$ cat config.mk
export PLATFORM = sky130hd
export DESIGN_NAME = stopwatch_ctrl
export DESIGN_NICKNAME = d
export VERILOG_FILES = /design/src/rtl/stopwatch_ctrl.sv
export SDC_FILE = /design/constraint.sdc
export NUM_CORES = 1
export LEC_CHECK = 0
export CAP_MARGIN = 5
export CORE_UTILIZATION = 25
export CTS_BUF_LIST = sky130_fd_sc_hd__clkbuf_8
export CTS_CLUSTER_SIZE = 25
export DETAILED_ROUTE_END_ITERATION = 8
export DONT_BUFFER_PORTS = 1
export PLACE_DENSITY = 0.38
export SETUP_SLACK_MARGIN = 0.4
export SYNTH_ARGS = -nofsm -noshare
export SYNTH_HDL_FRONTEND = slang
export SYNTH_SLANG_ARGS = --single-unit
export TNS_END_PERCENT = 20
$ cat constraint.sdc
create_clock -name clk -period 2.25 [get_ports clk]
set_input_delay 0 -clock clk [delete_from_list [all_inputs] [get_ports clk]]
set_output_delay 0 -clock clk [all_outputs]
set_load 0.005 [all_outputs]
$ cat src/rtl/stopwatch_ctrl.sv
// Two-digit (s.d) stopwatch controller: button synchronisers, IDLE/RUN/PAUSE FSM,
// 100 ms prescaler, BCD digit counter with sticky overflow, free-running display-mux tick.
module stopwatch_ctrl #(
    parameter int TICK_DIV = 10000000,
    parameter int MUX_DIV  = 50000
) (
    input  logic       clk,
    input  logic       rstn,
    input  logic       btn_ss,
    input  logic       btn_clr,
    output logic [3:0] digit_1,
    output logic [3:0] digit_10,
    output logic       tick_100ms,
    output logic       disp_tick,
    output logic       running,
    output logic       ovf
);

    localparam int PRE_W = (TICK_DIV > 2) ? $clog2(TICK_DIV) : 1;
    localparam int MUX_W = (MUX_DIV > 1) ? $clog2(MUX_DIV) : 1;
    localparam logic [PRE_W-1:0] PRE_LAST = PRE_W'(TICK_DIV - 1);
    localparam logic [MUX_W-1:0] MUX_LAST = MUX_W'(MUX_DIV - 1);

    typedef enum logic [1:0] {
        IDLE  = 2'd0,
        RUN   = 2'd1,
        PAUSE = 2'd2
    } state_t;

    // ------------------------------------------------------------------
    // Button synchronisers and rising-edge detectors (bit 0 = SS, bit 1 = CLR)
    // ------------------------------------------------------------------
    logic [1:0] btn_raw;
    logic [1:0] btn_event;
    logic [1:0] valid_reg;

    assign btn_raw = {btn_clr, btn_ss};

    // valid_reg[1] marks that the second synchroniser stage holds a real sample
    always_ff @(posedge clk or negedge rstn) begin
        if (!rstn) begin
            valid_reg <= 2'b00;
        end else begin
            valid_reg <= {valid_reg[0], 1'b1};
        end
    end

    genvar gi;
    generate
        for (gi = 0; gi < 2; gi++) begin : g_sync
            logic sync1_reg;
            logic sync2_reg;
            logic edge_reg;
            logic armed_reg;

            // Edges are only honoured once the button has been seen low after
            // reset, so a button held through reset release is treated as a level.
            always_ff @(posedge clk or negedge rstn) begin
                if (!rstn) begin
                    sync1_reg <= 1'b0;
                    sync2_reg <= 1'b0;
                    edge_reg  <= 1'b0;
                    armed_reg <= 1'b0;
                end else begin
                    sync1_reg <= btn_raw[gi];
                    sync2_reg <= sync1_reg;
                    edge_reg  <= sync2_reg;
                    if (valid_reg[1] && !sync2_reg) begin
                        armed_reg <= 1'b1;
                    end
                end
            end

            assign btn_event[gi] = sync2_reg & ~edge_reg & armed_reg;
        end
    endgenerate

    logic ss_event;
    logic clr_event;

    assign ss_event  = btn_event[0];
    assign clr_event = btn_event[1];

    // ------------------------------------------------------------------
    // Control FSM
    // ------------------------------------------------------------------
    state_t state_reg;
    state_t state_next;
    logic   clear_en;
    logic   count_en;

    always_ff @(posedge clk or negedge rstn) begin
        if (!rstn) begin
            state_reg <= IDLE;
        end else begin
            state_reg <= state_next;
        end
    end

    always_comb begin
        state_next = state_reg;
        clear_en   = 1'b0;
        count_en   = 1'b0;
        case (state_reg)
            IDLE: begin
                if (clr_event) begin
                    clear_en = 1'b1;
                end else if (ss_event) begin
                    state_next = RUN;
                end
            end
            RUN: begin
                // The stopping edge neither advances the prescaler nor steps the digits
                if (ss_event) begin
                    state_next = PAUSE;
                end else begin
                    count_en = 1'b1;
                end
            end
            PAUSE: begin
                if (clr_event) begin
                    state_next = IDLE;
                    clear_en   = 1'b1;
                end else if (ss_event) begin
                    state_next = RUN;
                end
            end
            default: begin
                state_next = IDLE;
                clear_en   = 1'b1;
            end
        endcase
    end

    // ------------------------------------------------------------------
    // Prescaler and BCD digit counter
    // ------------------------------------------------------------------
    logic [PRE_W-1:0] pre_reg;
    logic [PRE_W-1:0] pre_next;
    logic [3:0]       d1_reg;
    logic [3:0]       d1_next;
    logic [3:0]       d10_reg;
    logic [3:0]       d10_next;
    logic             ovf_reg;
    logic             ovf_next;
    logic             tick_reg;
    logic             tick_next;
    logic             running_reg;

    always_comb begin
        pre_next  = pre_reg;
        d1_next   = d1_reg;
        d10_next  = d10_reg;
        ovf_next  = ovf_reg;
        tick_next = 1'b0;
        if (clear_en) begin
            pre_next = '0;
            d1_next  = 4'd0;
            d10_next = 4'd0;
            ovf_next = 1'b0;
        end else if (count_en) begin
            if (pre_reg == PRE_LAST) begin
                pre_next  = '0;
                tick_next = 1'b1;
                if (d1_reg >= 4'd9) begin
                    d1_next = 4'd0;
                    if (d10_reg >= 4'd9) begin
                        d10_next = 4'd0;
                        ovf_next = 1'b1;
                    end else begin
                        d10_next = d10_reg + 4'd1;
                    end
                end else begin
                    d1_next = d1_reg + 4'd1;
                end
            end else begin
                pre_next = pre_reg + PRE_W'(1);
            end
        end else if (state_reg == IDLE) begin
            pre_next = '0;
        end
    end

    always_ff @(posedge clk or negedge rstn) begin
        if (!rstn) begin
            pre_reg     <= '0;
            d1_reg      <= 4'd0;
            d10_reg     <= 4'd0;
            ovf_reg     <= 1'b0;
            tick_reg    <= 1'b0;
            running_reg <= 1'b0;
        end else begin
            pre_reg     <= pre_next;
            d1_reg      <= d1_next;
            d10_reg     <= d10_next;
            ovf_reg     <= ovf_next;
            tick_reg    <= tick_next;
            running_reg <= (state_next == RUN);
        end
    end

    // ------------------------------------------------------------------
    // Display multiplex tick, independent of the FSM
    // ------------------------------------------------------------------
    logic [MUX_W-1:0] mux_cnt_reg;
    logic             disp_reg;

    always_ff @(posedge clk or negedge rstn) begin
        if (!rstn) begin
            mux_cnt_reg <= '0;
            disp_reg    <= 1'b0;
        end else if (mux_cnt_reg == MUX_LAST) begin
            mux_cnt_reg <= '0;
            disp_reg    <= ~disp_reg;
        end else begin
            mux_cnt_reg <= mux_cnt_reg + MUX_W'(1);
        end
    end

    assign digit_1    = d1_reg;
    assign digit_10   = d10_reg;
    assign ovf        = ovf_reg;
    assign tick_100ms = tick_reg;
    assign running    = running_reg;
    assign disp_tick  = disp_reg;

endmodule

==> results.toml <==
[setup_path]
worst_setup_path_end_kind = "register"
ff2ff_setup_slack_ns = 0.33
start_kind = "register"
arrival_ns = 2.21
critPathSlowestCell = "or4_4"
crit_start = "state_reg[0]"
cp_top_family = "simple AND/OR/NAND/NOR gates"
path_cells = "and4b_1 > o211a_4 > or3_4 > or4_4 > a21oi_2"
crit_end = "pre_reg[23]"
path_class = "register to register"
rr_endpoint = "pre_reg[23]"
crit_required_ns = 2.54
cp.depth = 5
path_buf_inv = 0
ff2ff_path_depth = 5
regToRegStartpoint = "state_reg[0]"
path_max_fanout = 4
max_stage_delay_ns = 0.53

[clock_network]
htreeDepth = 3
path_clk_slew_ns = 0.08
clk_path_buf_depth = 2
cts_root_buf = "clkbuf_8"
cts_made_buffers = 9
cts_tree = "built"
cts_sinks = 64
worstSkewPairLatency_ns = 0.36

[finish]
fill_cells = 1233
final_common_cell = "dfrtp_1"
drive_above_1_share_pct = 22.6
diodes = 0
design_area_um2 = 3960
area_growth_pct = 28.0
fin_nets = 365
layout_common_cells = "dfrtp_1, buf_4, nor2_1, nand3_1, nand2_1"
largest_reg_flops = 24

[global_routing]
grt-ovfl-total = 0
grt_pass1_vias = 2398
met1_usage_pct = 16.8
grt_pass1_wl_um = 12400
met2_usage_pct = 18.8
grt-busiest-layer = "met2"
grt_max_degree = 65
antenna_found_initial = 0
grtUsageMet3_pct = 3.75
grt.total_usage_pct = 12.7

[synth]
synth_compound_area_share_pct = 11.7
ys_seq_elements = 64
synthAdderAreaFrac_pct = 3.24
ys_seq_area_share_pct = 51.8
ys_warn_count = 0
synth_top_area_share_pct = 51.8
synth_mux_area_share_pct = 1.30
syn_area_um2 = 3090
netlist-cell-type-count = 47
syn_avg_cell_area_um2 = 10.0
synth_nets = 321
async_reset_ff_share_pct = 100
yosys.area.top_type = "dfrtp_1"
synth_edf_count = 0
synth_top_family_by_area = "simple AND/OR/NAND/NOR gates"
synth_area_leaders = "dfrtp_1, nand3_1, nor2_1"
postSynthCellCount = 309
synth_simple_gate_area_share_pct = 23.8
synth-main-ff-cell = "dfrtp_1"
synth_xor_area_share_pct = 5.67

[sta]
setup_viol = 0
final.min_clock_period_ns = 1.92
slew_violations = 0
relSlewSlack_pct = 65.3
finalHoldViolCount = 0
skew_ns = 0.00474
min_period_over_period_pct = 85.4
tightest_slew_ns = 0.517
rsz0062_at_grt = "yes"
fmax_mhz = 520
fin_tns_setup_ns = 0
whs_ns = 0.191

[hold_path]
hold_class = "input pin to register"

[run]
maxCapViolCount = 0

[outcome]
status = "completed"

[pwr]
pwr_density_cell_nw_per_um2 = 737
intPower_mw = 2.06
switchingPower_mw = 0.852
power.total_mw = 2.91
leakagePower_nw = 1.72
sequentialPowerShare_pct = 42.4
ir_drop_mv = 0.321
switching_share_pct = 29.2
pwr-share-clk_pct = 40.0
pwr-share-comb_pct = 17.6

[routing]
wl_per_cell_um = 14.6
ant_nets = 0
wl_um = 7360
via_per_inst = 4.85
drtIter0Drc = 198
drtPass1Iterations = 4
dr_total_vias = 2447
drc_errors = 0

[placed_design]
hpwl_um = 4750
gp_congestion = 0.720
portBuffers = 0
postPlaceCellArea_um2 = 3410

[floorplan]
initial_core_util_pct = 25.7
num_rows = 40
die_x_um = 113
coreArea_um2 = 12000
die_area_um2 = 12800
fp.dieH_um = 113
pin_count = 16
-- per-layer routing --
metal | share of wire [%] | wire, um
met3 | 4.4 | 322
met1 | 50 | 3650
met5 | 0 | 0
met2 | 44 | 3210
met4 | 2.4 | 178
-- power groups by stage --
stage               logic, mW  registers [mW]  clock network (mW)
finish                  0.513            1.23                1.17
global route            0.571            1.24                1.25
CTS                     0.470            1.23                1.21
detailed placement      0.416            1.25                   0
global placement        0.414            1.25                   0
floorplan               0.259            1.25                   0
-- area by class of cell --
| cell class | count | area [um^2] | share of cell area [%] |
|---|---|---|---|
| clock buffers | 10 | 138 | 3.48 |
| clock inverters | 6 | 92.6 | 2.34 |
| inverters | 14 | 52.6 | 1.33 |
| multi-input cells | 226 | 1540 | 38.8 |
| flip-flops and latches | 64 | 1610 | 40.7 |
| well taps | 147 | 184 | 4.65 |
| repair buffers | 38 | 344 | 8.70 |
-- worst register-to-register path, stage by stage, from the launching register on --
cell and delay [ns]:
dfrtp_1 0.40, and4b_1 0.21, o211a_4 0.24, or3_4 0.35, or4_4 0.53, a21oi_2 0.13
-- how the worst min path moves through the flow --
stage	start	endpoint	slack (ns)	cells after the start
2_1_floorplan	rstn	digit_10[0]	-0.30	0
6_report	btn_clr	g_sync[1].sync1_reg	0.19	1
3_3_place_gp	rstn	pre_reg[16]	-0.29	0
5_1_grt	btn_clr	g_sync[1].sync1_reg	0.17	1
4_1_cts	btn_clr	g_sync[1].sync1_reg	0.16	1
3_5_place_dp	rstn	pre_reg[16]	-0.29	0
-- repair_timing --
action / 4_1_cts / 5_1_grt
endpoints found under the setup margin: 19 / 29
gates resized for setup: 5 / 29
hold buffers: 4 / 0
hold endpoints to repair: 66 / 0
setup buffers: 6 / 9
pin swaps: 0 / 13
-- per-stage QoR --
| stage | util [%] | setup WS [ns] | instances |
|---|---|---|---|
| CTS | 31.3 | 0.285 | 496 |
| floorplan | - | 0.349 | 309 |
| detailed placement | 28.4 | 0.219 | 470 |
| finish | 32.9 | 0.328 | 505 |
| global route | 32.9 | 0.245 | 505 |
| global placement | 28.4 | 0.258 | 470 |
-- logic make-up (layout without fill, tap and decap cells) --
logic type | after synthesis | after routing
flip-flops | 64 | 64
multiplexers | 4 | 4
AND/OR/NAND/NOR | 137 | 137
XOR/XNOR | 20 | 20
AO/OA/AOI/OAI | 56 | 56
adder cells (fa/ha/maj) | 8 | 8
buffers and inverters | 19 | 68
other | 1 | 1
-- cell usage after synthesis, types with 8 or more instances --
cell and number:
nor2_1 28, inv_1 14, xnor2_1 9, nand2_1 23, xor2_1 11, nand4_1 9
ha_1 8, and3_1 9, nor3_1 9, o21ai_0 15, a21oi_1 16, nand3_1 27
dfrtp_1 64
(Power assumes the default switching activity.)
